--- config.mk ---
export PLATFORM = sky130hd
export DESIGN_NAME = uart_prog_loader
export DESIGN_NICKNAME = d
export VERILOG_FILES = /design/src/rtl/td4_loader_pkg.sv /design/src/rtl/uart_rx.sv /design/src/rtl/uart_prog_loader.sv
export SDC_FILE = /design/constraint.sdc
export NUM_CORES = 1
export LEC_CHECK = 0
export CAP_MARGIN = 20
export CORE_MARGIN = 8
export CORE_UTILIZATION = 29
export DETAILED_ROUTE_END_ITERATION = 12
export GPL_ROUTABILITY_DRIVEN = 0
export HOLD_SLACK_MARGIN = 0.03
export PLACE_DENSITY = 0.47
export SYNTH_ARGS = -nofsm -noshare
export SYNTH_HDL_FRONTEND = slang
export SYNTH_SLANG_ARGS = --single-unit
--- constraint.sdc ---
create_clock -name clk -period 2.6 [get_ports clk]
set_input_delay 0.52 -clock clk [delete_from_list [all_inputs] [get_ports clk]]
set_output_delay 0.52 -clock clk [all_outputs]
set_load 0.02 [all_outputs]
--- src/rtl/td4_loader_pkg.sv ---
// Shared types and constants for the TD4 UART program loader.
// Used by uart_prog_loader.
package td4_loader_pkg;

    localparam int         PROG_DEPTH        = 16;
    localparam logic [7:0] INIT_INSTR        = 8'hF0;
    localparam logic [7:0] SYNC_BYTE_DEFAULT = 8'hA5;

    typedef enum logic [2:0] {
        IDLE,
        LOAD,
        CHECK,
        ERR,
        DONE
    } loader_state_t;

endpackage

--- src/rtl/uart_rx.sv ---
// 8N1 UART receiver with a two-flop input synchroniser.
// Emits one-clk byte_valid or frame_err pulses at the stop-bit centre.
module uart_rx #(
    parameter int BIT_CYCLES = 10
) (
    input  logic       clk,
    input  logic       n_reset,
    input  logic       rx,
    output logic       byte_valid,
    output logic [7:0] byte_data,
    output logic       frame_err
);

    typedef enum logic [1:0] {RX_IDLE, RX_START, RX_DATA, RX_STOP} rx_state_t;

    localparam int            CW        = $clog2(BIT_CYCLES);
    localparam logic [CW-1:0] HALF_LAST = CW'(BIT_CYCLES / 2 - 1);
    localparam logic [CW-1:0] FULL_LAST = CW'(BIT_CYCLES - 1);

    logic          r_sync1, r_sync2, r_prev;
    rx_state_t     r_state, w_nextState;
    logic [CW-1:0] r_cnt, w_nextCnt;
    logic [2:0]    r_bitIdx, w_nextBitIdx;
    logic [7:0]    r_shift, w_nextShift;
    logic          r_valid, w_nextValid;
    logic          r_ferr, w_nextFerr;

    always_ff @(posedge clk) begin
        if (!n_reset) begin
            r_sync1  <= 1'b1;
            r_sync2  <= 1'b1;
            r_prev   <= 1'b1;
            r_state  <= RX_IDLE;
            r_cnt    <= '0;
            r_bitIdx <= '0;
            r_shift  <= '0;
            r_valid  <= 1'b0;
            r_ferr   <= 1'b0;
        end else begin
            r_sync1  <= rx;
            r_sync2  <= r_sync1;
            r_prev   <= r_sync2;
            r_state  <= w_nextState;
            r_cnt    <= w_nextCnt;
            r_bitIdx <= w_nextBitIdx;
            r_shift  <= w_nextShift;
            r_valid  <= w_nextValid;
            r_ferr   <= w_nextFerr;
        end
    end

    // The half-bit recheck realigns the counter so later samples land at bit centres.
    always_comb begin
        w_nextState  = r_state;
        w_nextCnt    = r_cnt + 1'b1;
        w_nextBitIdx = r_bitIdx;
        w_nextShift  = r_shift;
        w_nextValid  = 1'b0;
        w_nextFerr   = 1'b0;
        case (r_state)
            RX_IDLE: begin
                w_nextCnt = '0;
                if (r_prev && !r_sync2) w_nextState = RX_START;
            end
            RX_START: begin
                if (r_cnt == HALF_LAST) begin
                    w_nextCnt    = '0;
                    w_nextBitIdx = '0;
                    w_nextState  = r_sync2 ? RX_IDLE : RX_DATA;
                end
            end
            RX_DATA: begin
                if (r_cnt == FULL_LAST) begin
                    w_nextCnt    = '0;
                    w_nextShift  = {r_sync2, r_shift[7:1]};
                    w_nextBitIdx = r_bitIdx + 3'd1;
                    if (r_bitIdx == 3'd7) w_nextState = RX_STOP;
                end
            end
            RX_STOP: begin
                if (r_cnt == FULL_LAST) begin
                    w_nextCnt   = '0;
                    w_nextState = RX_IDLE;
                    w_nextValid = r_sync2;
                    w_nextFerr  = !r_sync2;
                end
            end
            default: w_nextState = RX_IDLE;
        endcase
    end

    assign byte_valid = r_valid;
    assign byte_data  = r_shift;
    assign frame_err  = r_ferr;

endmodule

--- src/rtl/uart_prog_loader.sv ---
// Writable 16x8 TD4 program store loaded over UART; holds the CPU in reset while loading.
// Define LOADER_CHECKSUM_EN to require a trailing 8-bit sum byte after the 16 data bytes.
module uart_prog_loader
    import td4_loader_pkg::*;
#(
    parameter int         CLK_HZ       = 25_000_000,
    parameter int         BAUD         = 115_200,
    parameter logic [7:0] SYNC_BYTE    = SYNC_BYTE_DEFAULT,
    parameter int         TIMEOUT_BITS = 40
) (
    input  logic       clk,
    input  logic       n_reset,
    input  logic       rx,
    input  logic [3:0] addr,
    output logic [7:0] instr,
    output logic       cpu_n_reset,
    output logic       loading,
    output logic       load_done,
    output logic       load_err
);

    localparam int            BIT_CYCLES   = CLK_HZ / BAUD;
    localparam int            TIMEOUT_CLKS = TIMEOUT_BITS * BIT_CYCLES;
    localparam int            TW           = $clog2(TIMEOUT_CLKS + 1);
    localparam logic [TW-1:0] TIMEOUT_LAST = TW'(TIMEOUT_CLKS - 1);

    logic          w_byteValid, w_frameErr;
    logic [7:0]    w_byteData;
    loader_state_t r_state, w_nextState;
    logic [3:0]    r_idx;
    logic [TW-1:0] r_timer;
    logic          w_write, w_timeout, w_enterLoad;
    logic          r_loading, r_loadDone, r_loadErr, r_cpuRun;
    // Power-up content is a JMP 0 loop; reset deliberately leaves the array alone.
    logic [7:0]    r_mem [PROG_DEPTH] = '{default: INIT_INSTR};
`ifdef LOADER_CHECKSUM_EN
    logic [7:0]    r_sum;
`endif

    uart_rx #(.BIT_CYCLES(BIT_CYCLES)) u_rx (
        .clk        (clk),
        .n_reset    (n_reset),
        .rx         (rx),
        .byte_valid (w_byteValid),
        .byte_data  (w_byteData),
        .frame_err  (w_frameErr)
    );

    assign w_timeout   = (r_timer == TIMEOUT_LAST);
    assign w_enterLoad = (w_nextState == LOAD) && (r_state != LOAD);

    always_comb begin
        w_nextState = r_state;
        w_write     = 1'b0;
        case (r_state)
            IDLE, DONE, ERR: begin
                if (w_byteValid && w_byteData == SYNC_BYTE) w_nextState = LOAD;
            end
            LOAD: begin
                if (w_byteValid) begin
                    w_write = 1'b1;
                    if (r_idx == 4'(PROG_DEPTH - 1)) begin
`ifdef LOADER_CHECKSUM_EN
                        w_nextState = CHECK;
`else
                        w_nextState = DONE;
`endif
                    end
                end else if (w_frameErr || w_timeout) begin
                    w_nextState = ERR;
                end
            end
`ifdef LOADER_CHECKSUM_EN
            CHECK: begin
                if (w_byteValid) w_nextState = (w_byteData == r_sum) ? DONE : ERR;
                else if (w_frameErr || w_timeout) w_nextState = ERR;
            end
`endif
            default: w_nextState = IDLE;
        endcase
    end

    // Flags are decoded from the next state so they change together with it.
    always_ff @(posedge clk) begin
        if (!n_reset) begin
            r_state    <= IDLE;
            r_idx      <= '0;
            r_timer    <= '0;
            r_loading  <= 1'b0;
            r_loadDone <= 1'b0;
            r_loadErr  <= 1'b0;
            r_cpuRun   <= 1'b0;
        end else begin
            r_state    <= w_nextState;
            r_loading  <= (w_nextState == LOAD) || (w_nextState == CHECK);
            r_loadDone <= (w_nextState == DONE);
            r_loadErr  <= (w_nextState == ERR);
            r_cpuRun   <= (w_nextState == IDLE) || (w_nextState == DONE);
            if (w_enterLoad) r_idx <= '0;
            else if (w_write) r_idx <= r_idx + 4'd1;
            if (((r_state == LOAD) || (r_state == CHECK)) && !w_byteValid)
                r_timer <= r_timer + 1'b1;
            else
                r_timer <= '0;
        end
    end

`ifdef LOADER_CHECKSUM_EN
    always_ff @(posedge clk) begin
        if (!n_reset) r_sum <= '0;
        else if (w_enterLoad) r_sum <= '0;
        else if (w_write) r_sum <= r_sum + w_byteData;
    end
`endif

    always_ff @(posedge clk) begin
        if (w_write) r_mem[r_idx] <= w_byteData;
    end

    assign instr       = r_mem[addr];
    assign cpu_n_reset = r_cpuRun;
    assign loading     = r_loading;
    assign load_done   = r_loadDone;
    assign load_err    = r_loadErr;

endmodule

After elaboration in Yosys (flattened, before gate mapping). Memories as Yosys holds them, arrays and structs flattened. Index checks and enable logic that the tools add are counted.

Register bits after elaboration: 51. RAM bits: 128. Input bits: 7. Output and inout bits: 12. Memories: 1.

Add/sub/neg operators: 4. Eq/ne operators: 23. Multiplexer cells: 22. Bitwise operators: 1. Reduce and logical (&&, ||, !) cells: 22.

Memories: r_mem (words 16, bits a word 8, rd ports 1, clocked after memory_dff 0, wr ports 1, line uart_prog_loader.sv:35) `logic [7:0] r_mem [PROG_DEPTH] = '{default: INIT_INSTR};`.

Operators with widths (count): $pmux 8 s3 (1); $mux 3 (6); $eq 8x8->1 const B (2); $mux 8 (2); $add 14x1->14 const B (1); $eq 14x14->1 const B (1); $eq 3x2->1 const B (4); $mux 2 (6); $pmux 3 s2 (2); $ne 2x1->1 const B (5); $eq 3x3->1 const B (3); $add 8x1->8 const B (1); $eq 8x7->1 const B (1); $pmux 2 s4 (1); $eq 3x1->1 const B (2); $logic_not 3->1 (2); $reduce_and 3->1 (2); $reduce_and 5->1 (1); $add 4x1->4 const B (1); $eq 2x2->1 const B (2); $eq 4x4->1 const B (1); $logic_and 1x1->1 (4); $logic_or 1x1->1 (4); $mux 1 (4); other kinds (10) (13).

Longest topological paths before layout. Gate-level depths: netlist of the first run.

Word-level depth: 8. Depth in mapped cells: 7. Gate-level depth less buffers: 6.

Hierarchy. Synthesis of the first run repeated with hierarchy kept, for this count alone.

Cells, all modules: 457. Area, all modules: 7169.4 µm².

By module, submodules not included: uart_prog_loader (times used 1, cells an instance 347, area an instance 6047.0 µm²); uart_rx (times used 1, cells an instance 110, area an instance 1122.3 µm²).

Worst setup path after synthesis of the first run. No wires, ideal clock.

Path kind: input port to output port. Start point: input addr[0]. End point: output instr[3]. Arrival: 1778 ps. Required time: 2080 ps. Path slack: 302 ps. Stages: 5. Cells stage by stage: buf_2 buf_2 mux4_2 a22oi_1 nand2_1.

Longest elaborated chain between the ends: 1.

RTL lines: start, declared (line uart_prog_loader.sv:14) `input logic [3:0] addr,`; $mem_v2 16x8; end, declared (line uart_prog_loader.sv:15) `output logic [7:0] instr,`.

No other way between the ends.

Final worst setup path of the first run.
Start point: input addr[0]. End point: output instr[1].

Same word-level chain as after synthesis.

==> results of run 1 <==
cells by family after synthesis:
logic type / Yosys count / share of synthesized area
adder cells (fa/ha/maj): 9 / 0.0158
flip-flops: 179 / 0.684
XOR/XNOR: 19 / 0.0234
AND/OR/NAND/NOR: 143 / 0.0994
multiplexers: 42 / 0.115
AO/OA/AOI/OAI: 42 / 0.0396
buffers and inverters: 34 / 0.0227
what timing repair did:
item                       CTS  global route
cloned                       1             1
resized for setup           17            21
hold buffers                 0             0
pin swaps                    0             1
setup endpoints to repair    8             8
final cells by class:
class / instances / area (sq um) / share of cell area
tap: 324 / 405 / 0.0471
multi-input combinational: 255 / 2140 / 0.249
clock buffer: 17 / 425 / 0.0494
timing repair buffer: 54 / 536 / 0.0622
clock inverter: 15 / 190 / 0.0221
sequential: 179 / 4860 / 0.565
inverter: 12 / 45.0 / 0.00523
cells in the mapped netlist, types with 2 or more instances:
library cell / count
nor2b_1: 5
edfxtp_1: 128
or4_1: 4
nand3b_1: 2
or3_1: 2
inv_1: 12
o211a_1: 2
mux2i_1: 10
o21ai_0: 6
nor3_1: 6
buf_4: 4
nor2_1: 56
xor2_1: 12
and2_1: 4
ha_1: 9
and3_1: 3
a21oi_1: 10
and4bb_2: 2
a22oi_1: 17
buf_2: 9
nand2b_1: 5
and4b_1: 2
dfxtp_1: 51
nand3_1: 10
nand2_1: 28
mux4_2: 32
nand4_1: 8
buf_1: 4
xnor2_1: 7
clkbuf_1: 4
registers in the layout, indices dropped and copies added (netlist names), named ones only:
signal	count
r_mem	128
r_timer	14
u_rx.byte_data	8
u_rx.r_cnt	8
r_idx	4
r_state	3
u_rx.r_bitIdx	3
cpu_n_reset	1
load_done	1
load_err	1
loading	1
u_rx.byte_valid	1
u_rx.frame_err	1
u_rx.r_prev	1
u_rx.r_state	1
u_rx.r_sync1	1
u_rx.r_sync2	1
through the flow:
| step | setup slack [ns] | hold slack (ns) |
|---|---|---|
| after global routing | -0.0245 | 0.458 |
| after detailed placement | -0.545 | 0.395 |
| after floorplan | 0.302 | 0.386 |
| after CTS | -0.0349 | 0.411 |
| final | 0.0488 | 0.408 |
| after global placement | -0.555 | 0.392 |
metal layers:
layer  up-vias  global-route usage  share of wire
met5         -                   0              0
met4         0              0.0330         0.0098
met3        10              0.0327          0.044
met2        68               0.161           0.47
met1      1980               0.136           0.48
li1       1883                   -              -
worst max-delay path, cell delays in order:
cell and delay (ns):
clkbuf_4 0.19, clkbuf_16 0.20, mux4_2 0.51, a22oi_2 0.21, nand2_1 0.07, dlygate4sd2_1 0.32
how the worst max path moves through the flow:
stage	start	endpoint	slack, ns	cells after the start
3_5_place_dp	addr[1]	instr[2]	-0.54	7
6_report	addr[0]	instr[1]	0.05	6
5_1_grt	addr[0]	instr[4]	-0.02	6
2_1_floorplan	addr[0]	instr[3]	0.30	5
4_1_cts	addr[0]	instr[5]	-0.03	6
3_3_place_gp	addr[1]	instr[2]	-0.55	7
where the power goes:
part           switching, mW  total, mW  internal, mW  leakage (nW)
combinational          0.112      0.223         0.111         0.948
sequential           0.00328       3.02          3.02          1.60
clock                   1.22       2.60          1.39         0.299
total                   1.33       5.85          4.51          2.84
layout by cell type (no fill, tap or decap), types with 3 or more instances in the layout:
master,instances
clkinv_8,5
a21oi_1,10
buf_4,28
nor2b_1,4
xnor2_1,7
nor3_1,6
or4_1,4
a22oi_1,9
inv_6,5
dfxtp_1,51
edfxtp_1,128
clkbuf_16,18
inv_1,12
nand4_1,8
mux4_2,32
o21ai_0,6
nor2_1,55
clkbuf_2,4
clkdlybuf4s50_1,8
nand2b_1,5
and3_1,3
buf_12,5
and2_1,4
ha_1,9
a22oi_2,8
mux2i_1,10
nand2_1,28
xor2_1,12
nand3_1,10
==> results_dict.tcl, run 1 <==
set metrics [dict create \
    antenna_left 0 \
    ioPinCount 19 \
    cts_sinks 179 \
    vias 3941 \
    hpwl_um 9780 \
    wl_um 15200 \
    final_cells 856 \
    fmax_mhz 392 \
    hold_end "u_rx.r_sync2" \
    yosysTopAreaCell "edfxtp_1" \
    timing.final.crit_share 0.981 \
    avgSynthCellArea_sq_um 15.2 \
    slew_violations 0 \
    cp_data_required_time_ns 2.08 \
    hold_violations 0 \
    ys_warn_count 0 \
    min_period_ns 2.55 \
    hold-path-cell-count 1 \
    yosysTopAreaCellShare 0.540 \
    dp_cells 822 \
    synthFlopType "edfxtp_1" \
    critical_path_class "input pin to primary output" \
    cp-start-kind "input pin" \
    hp-class "register to register" \
    clock_latency_ns 0.43 \
    status "completed" \
    cts_tree "built" \
    power_mw 5.85 \
    clk_path_buf_depth 2 \
    initial_core_util 0.294 \
    cts-root-buf "clkbuf_16" \
    regToRegSetupSlack_ns 0.71 \
    crit-reg2reg-capture "u_rx.r_cnt[4]" \
    firstDrtPassIters 4 \
    wl_per_cell_um 17.8 \
    synthTopCellsByArea "edfxtp_1, dfxtp_1, mux4_2" \
    skew_ns 0.0121 \
    cts_buffers 17 \
    rsz0062_at_grt "true" \
    drtIter0Drc 273 \
    die_x_um 173 \
    ff2ff_path_depth 5 \
    first_global_vias 4152 \
    max_slew_margin 0.524 \
    finalSetupTns_ns 0 \
    grt_pass1_wl_um 23900 \
    path_clk_slew_ns 0.07 \
    end_kind "primary output" \
    portBuffers 18 \
    final_nets 535 \
    synth_seq_cells 179 \
    synth.distinct_cells 44 \
    cp_max_fo 8 \
    grt_overflow 0 \
    die_area_sq_um 29800 \
    hold_start "u_rx.r_sync1" \
    tightestPinTransition_ns 0.710 \
    synth_nets 484 \
    num_antenna_cells 0 \
    leakagePower_nw 2.84 \
    peakVddDrop_uv 369 \
    power_density_nw_per_um2 679 \
    grt_max_degree 21 \
    synthArstFlopShare 0 \
    fin_area_sq_um 8600 \
    routed_via_density 4.60 \
    area_growth_pct 20.9 \
    fp-row-count 57 \
    fillers 2324 \
    final_util 0.356 \
    r2r_start "u_rx.r_cnt[0]" \
    arrival_ns 2.03 \
    synth.yosys.seq_area_share 0.684 \
    cap_violations 0 \
    syn_inst 468 \
    grt_use_total 0.104 \
    core_region_area_sq_um 24200 \
    drcViolationCount 0 \
    postPlaceCellArea_sq_um 7900 \
    fp.dieH_um 173 \
    h-tree-depth 4 \
    setup_violations 0 \
    drive_above_1_share 0.222 \
    antenna_found_initial 0 \
    synth_edf_count 128 \
    post_cts_buffers 0 \
    synth_area_sq_um 7110 \
]
Power figures use the tool's default switching activity.
==> run 2: changes to the inputs <==
--- a/config.mk
+++ b/config.mk
@@ -7,11 +7,11 @@
 export LEC_CHECK = 0
 export CAP_MARGIN = 20
 export CORE_MARGIN = 8
-export CORE_UTILIZATION = 29
+export CORE_UTILIZATION = 55
 export DETAILED_ROUTE_END_ITERATION = 12
 export GPL_ROUTABILITY_DRIVEN = 0
 export HOLD_SLACK_MARGIN = 0.03
-export PLACE_DENSITY = 0.47
+export PLACE_DENSITY = 0.75
 export SYNTH_ARGS = -nofsm -noshare
 export SYNTH_HDL_FRONTEND = slang
 export SYNTH_SLANG_ARGS = --single-unit
==> run 2 against run 1 <==
Effect of this change:
- critical path depth unchanged
- non-clock buffer count down 6
- sequential power about the same
- final cell count down 19%
- clock skew down 0.0038 ns
- critical path type unchanged
- total power down 7.3%
- utilization up 30 points
==> results_dict.tcl, run 2 (same netlist as run 1, synthesis figures left out) <==
set metrics [dict create \
    fmax_mhz 393 \
    slew_violations 0 \
    postPlaceCellArea_sq_um 7650 \
    path_clk_slew_ns 0.06 \
    antenna_found_initial 0 \
    skew_ns 0.00835 \
    clock_latency_ns 0.42 \
    finalSetupTns_ns 0 \
    final_cells 697 \
    area_growth_pct 15.5 \
    final_common_cell "edfxtp_1" \
    fp.dieH_um 130 \
    clk_path_buf_depth 2 \
    final_cell_mix "edfxtp_1, nor2_1, dfxtp_1" \
    hold_slack_ns 0.425 \
    timing.final.crit_share 0.979 \
    grt_pass1_wl_um 22100 \
    drive_above_1_share 0.190 \
    largestRegisters "r_mem (128), r_timer (14)" \
    routed_via_density 5.83 \
    core_region_area_sq_um 12600 \
    peakVddDrop_uv 478 \
    fin_ws_ns 0.0535 \
    max_slew_margin 0.489 \
    grt_use_total 0.177 \
    largest_reg_flops 128 \
    firstDrtPassIters 5 \
    power_mw 5.42 \
    min_period_ns 2.55 \
    slowest_delay_ns 0.49 \
    hold_violations 0 \
    cts_tree "built" \
    grt_max_degree 21 \
    critical_path_class "input pin to primary output" \
    num_antenna_cells 0 \
    ioPinCount 19 \
    fillers 916 \
    multi_input_area_sq_um 2120 \
    cts-root-buf "clkbuf_16" \
    first_global_vias 4083 \
    power_density_nw_per_um2 660 \
    cp-start-kind "input pin" \
    setup_violations 0 \
    dp_cells 664 \
    arrival_ns 2.03 \
    drtIter0Drc 344 \
    grt_overflow 0 \
    ff2ff_path_depth 5 \
    wl_um 13600 \
    fp-row-count 41 \
    cts_sinks 179 \
    initial_core_util 0.564 \
    cp_max_fo 8 \
    leakagePower_nw 2.74 \
    cap_violations 0 \
    final_util 0.651 \
    vias 4065 \
    cp_data_required_time_ns 2.08 \
    dp_slack_ns -0.490 \
    tightestPinTransition_ns 0.765 \
    cts_buffers 17 \
    status "completed" \
    final_nets 529 \
    regMostFlops "r_mem" \
    seqCellArea_sq_um 4860 \
    fin_area_sq_um 8220 \
    die_x_um 130 \
    hp-class "register to register" \
    rsz0062_at_grt "false" \
    wl_per_cell_um 19.6 \
    hold-path-cell-count 1 \
    hpwl_um 8680 \
    antenna_left 0 \
    portBuffers 18 \
    cts_hold_buf 0 \
    die_area_sq_um 16800 \
    crit_chain "buf_4 -> bufbuf_16 -> mux4_2 -> a22oi_1 -> nand2_1 -> clkdlybuf4s15_1" \
    critPathSlowestCell "mux4_2" \
    h-tree-depth 4 \
    drcViolationCount 0 \
    end_kind "primary output" \
]
[run 2: changes by cell type in the layout (fill, tap and decap cells not counted), moves of 2 or more]
| cell | change |
|---|---|
| clkinvlp_4 | +2 |
| buf_4 | -3 |
| a22oi_1 | +3 |
| clkinv_1 | +5 |
| inv_6 | -4 |
| clkinv_2 | +3 |
| inv_8 | -2 |
| clkinv_8 | -5 |
| a22oi_2 | -3 |
[run 2: path summary, 6_finish.rpt]
path	startpoint	end	slack, ns
setup / recovery	addr[0]	instr[4]	0.05
setup reg to reg	u_rx.r_cnt[0]	u_rx.r_cnt[4]	0.69
hold / removal	u_rx.r_sync1	u_rx.r_sync2	0.42
hold reg to reg	u_rx.r_sync1	u_rx.r_sync2	0.42
[run 2: repair_timing]
item                                   in CTS  in global routing
endpoints found under the hold margin       0                  0
setup endpoints to repair                   8                  6
gates resized for setup                    21                  8
cloned                                      2                  0
setup buffers                               0                  0
[run 2: layout make-up]
cell class              count  share of cell area
clock buffers              18              0.0522
well taps                 172              0.0262
repair buffers             48              0.0580
flip-flops and latches    179               0.592
multi-input cells         255               0.257
clock inverters            13             0.00853
inverters                  12             0.00548
[run 2: worst max-delay path: cells and delay by family]
| kind | cells | cell delay [ns] |
|---|---|---|
| AOI/OAI and AO/OA | 1 | 0.18 |
| buffers and inverters | 3 | 0.72 |
| muxes | 1 | 0.49 |
| and+or+nand+nor | 1 | 0.10 |
[run 2: per-layer routing]
layer	share of wire	global-route usage	vias to the layer above
li1	-	-	1864
met1	0.45	0.229	2056
met2	0.48	0.286	127
met3	0.052	0.0396	18
met4	0.017	0.0738	0
met5	0	0	-
[run 2: power breakdown]
| group | leakage (nW) | total, mW | switching [mW] | internal, mW |
|---|---|---|---|---|
| sequential | 1.60 | 3.02 | 0.00332 | 3.02 |
| combinational | 0.905 | 0.208 | 0.104 | 0.105 |
| clock | 0.241 | 2.19 | 0.999 | 1.19 |
==> run 3: changes to the inputs <==
--- a/config.mk
+++ b/config.mk
@@ -5,7 +5,6 @@
 export SDC_FILE = /design/constraint.sdc
 export NUM_CORES = 1
 export LEC_CHECK = 0
-export CAP_MARGIN = 20
 export CORE_MARGIN = 8
 export CORE_UTILIZATION = 55
 export DETAILED_ROUTE_END_ITERATION = 12
==> results of run 3 <==
Same layout as run 2: the final DEF is identical, and so are final timing and power.
==> RTL change (config.mk and constraints of run 3) <==
`BAUD`: 115_200 -> 57_600.
--- a/src/rtl/uart_prog_loader.sv
+++ b/src/rtl/uart_prog_loader.sv
@@ -6,3 +6,3 @@
     parameter int         CLK_HZ       = 25_000_000,
-    parameter int         BAUD         = 115_200,
+    parameter int         BAUD         = 57_600,
     parameter logic [7:0] SYNC_BYTE    = SYNC_BYTE_DEFAULT,
Function: same outputs for any inputs over 10 cycles, from zero or initial values and one cycle with n_reset low; that may be too few to reach the edited logic, so the function may still have changed.
==> RTL change against run 3 <==
Synthesized area up 1.1%. Final area up 2.5%. Worst setup slack worse by 0.011 ns. Final cell count up 1.7%. Largest cell class unchanged. Count of clock-buffer cells in the layout up 1. Critical endpoint is now instr[5]. Die area up 0.93%. Critical path type unchanged. Power up 3.4%. Routed wire length up 4.3%. Register-to-register slack worse by 0.19 ns. Sequential cell count up 2. Synthesized cell count up 0.64%. Highest routed layer unchanged.
==> RTL change: results (changes against run 3) <==
- Outcome: complete, no violations
- Gr usage total: 18.1% (+0.32 points)
- Drt first pass iters: 4 (-1)
- Post-synth top cells: 128 x edfxtp_1, 53 x dfxtp_1, 51 x nor2_1
- Top_reg_cell synth: edfxtp_1
- Number of global-route vias before repair: 4139 (+1.4%)
- Setup Skew: 0.00818 ns (-0.000175 ns)
- Dpl cells: 675 (+1.7%)
- Maximum VDD drop: 0.000415 V (-13%)
- Final WL: 14200 um (+4.3%)
- Hpwl dp: 8950 um (+3.1%)
- Slew headroom: 52.4% (+3.5 points)
- Top flop regs: r_mem x128, r_timer x15, u_rx.r_cnt x9
- Switching share of power: 20.3% (-0.080 points)
- Non-Filler Instances: 709 (+1.7%)
- First-pass GRT wire length: 22400 um (+1.7%)
- Crit path launch: addr[0]
- Flop2flop setup slack: 0.50 ns (-0.19 ns)
- Syn nets: 488 (+0.83%)
- Worst setup path end: instr[5]
- DR iter-0 viols: 341 (-0.87%)
- Fin nets: 541 (+2.3%)
- Ys Warns: 0 (unchanged)
- Largest net degree at the start of global routing: 21 (unchanged)
- DR vias: 4002 (-1.5%)
- Crit-path max FO: 6 (-2)
- Largest cells by area after synthesis: edfxtp_1 53%, dfxtp_1 15%, mux4_2 10%
- Layout cells sized above 1: 21.4% (+2.4 points)
- Cell leakage power: 0.00279 uW (+1.6%)
- Register area share after synthesis: 68.2% (-0.16 points)
- Filler cells: 917 (+0.11%)
- Reg2reg end: u_rx.byte_data[0]$_SDFFE_PN0P_
-- RTL change: layer usage --
| metal | share of wire, % | GRT usage (%) |
|---|---|---|
| met5 | 0 | 0 |
| met1 | 42 | 22.4 |
| met3 | 6.6 | 4.53 |
| met2 | 50 | 30.6 |
| met4 | 1.5 | 5.60 |
-- RTL change: worst max-delay path, stage by stage --
cell	delay [ns]
buf_4	0.14
bufbuf_16	0.29
mux4_2	0.54
a22oi_2	0.17
nand2_1	0.08
clkdlybuf4s15_1	0.30
-- RTL change: power groups by stage --
stage / clock [uW] / combinational (uW) / sequential (uW)
global placement: 0 / 199 / 3110
global route: 2490 / 228 / 3050
finish: 2350 / 211 / 3050
floorplan: 0 / 119 / 3110
detailed placement: 0 / 204 / 3110
CTS: 2380 / 213 / 3050
-- RTL change: area by class of cell --
class                   count  area share (%)
clock buffers              19            5.14
clock inverters            13            1.28
inverters                  13           0.579
multi-input cells         257            26.1
flip-flops and latches    181            58.2
well taps                 172            2.55
repair buffers             54            6.08
-- RTL change: worst min path at each step --
stage	startpoint	to	slack, ns
3_5_place_dp	u_rx.r_sync1$_SDFF_PN1_	u_rx.r_sync2$_SDFF_PN1_	0.41
6_report	u_rx.r_sync1$_SDFF_PN1_	u_rx.r_sync2$_SDFF_PN1_	0.42
3_3_place_gp	u_rx.r_sync1$_SDFF_PN1_	u_rx.r_sync2$_SDFF_PN1_	0.39
2_1_floorplan	u_rx.r_sync1$_SDFF_PN1_	u_rx.r_sync2$_SDFF_PN1_	0.39
5_1_grt	u_rx.r_sync1$_SDFF_PN1_	u_rx.r_sync2$_SDFF_PN1_	0.47
4_1_cts	u_rx.r_sync1$_SDFF_PN1_	u_rx.r_sync2$_SDFF_PN1_	0.43
-- RTL change: cell families after synthesis --
logic type / count (synthesis) / synth area share, %
xor+xnor: 23 / 2.80
compound gates: 38 / 3.92
fa+ha+maj: 10 / 1.74
flops: 181 / 68.2
mux: 40 / 11.1
simple gates: 146 / 10.4
buf+inv: 33 / 1.81
-- RTL change: metrics by stage --
| stage | power, uW | utilization, % | setup slack, ns |
|---|---|---|---|
| after floorplan | 3230 | - | 0.178 |
| after global placement | 3310 | 61.6 | -0.460 |
| after detailed placement | 3320 | 61.6 | -0.461 |
| after CTS | 5650 | 66.4 | -0.0102 |
| after global routing | 5760 | 66.5 | 0.00544 |
| final | 5610 | 66.5 | 0.0424 |
-- RTL change: repair_timing --
| action | CTS | global route |
|---|---|---|
| setup endpoints to repair | 8 | 7 |
| endpoints found under the hold margin | 0 | 0 |
| pin swaps | 0 | 1 |
| gates cloned | 2 | 0 |
| resized for setup | 24 | 11 |
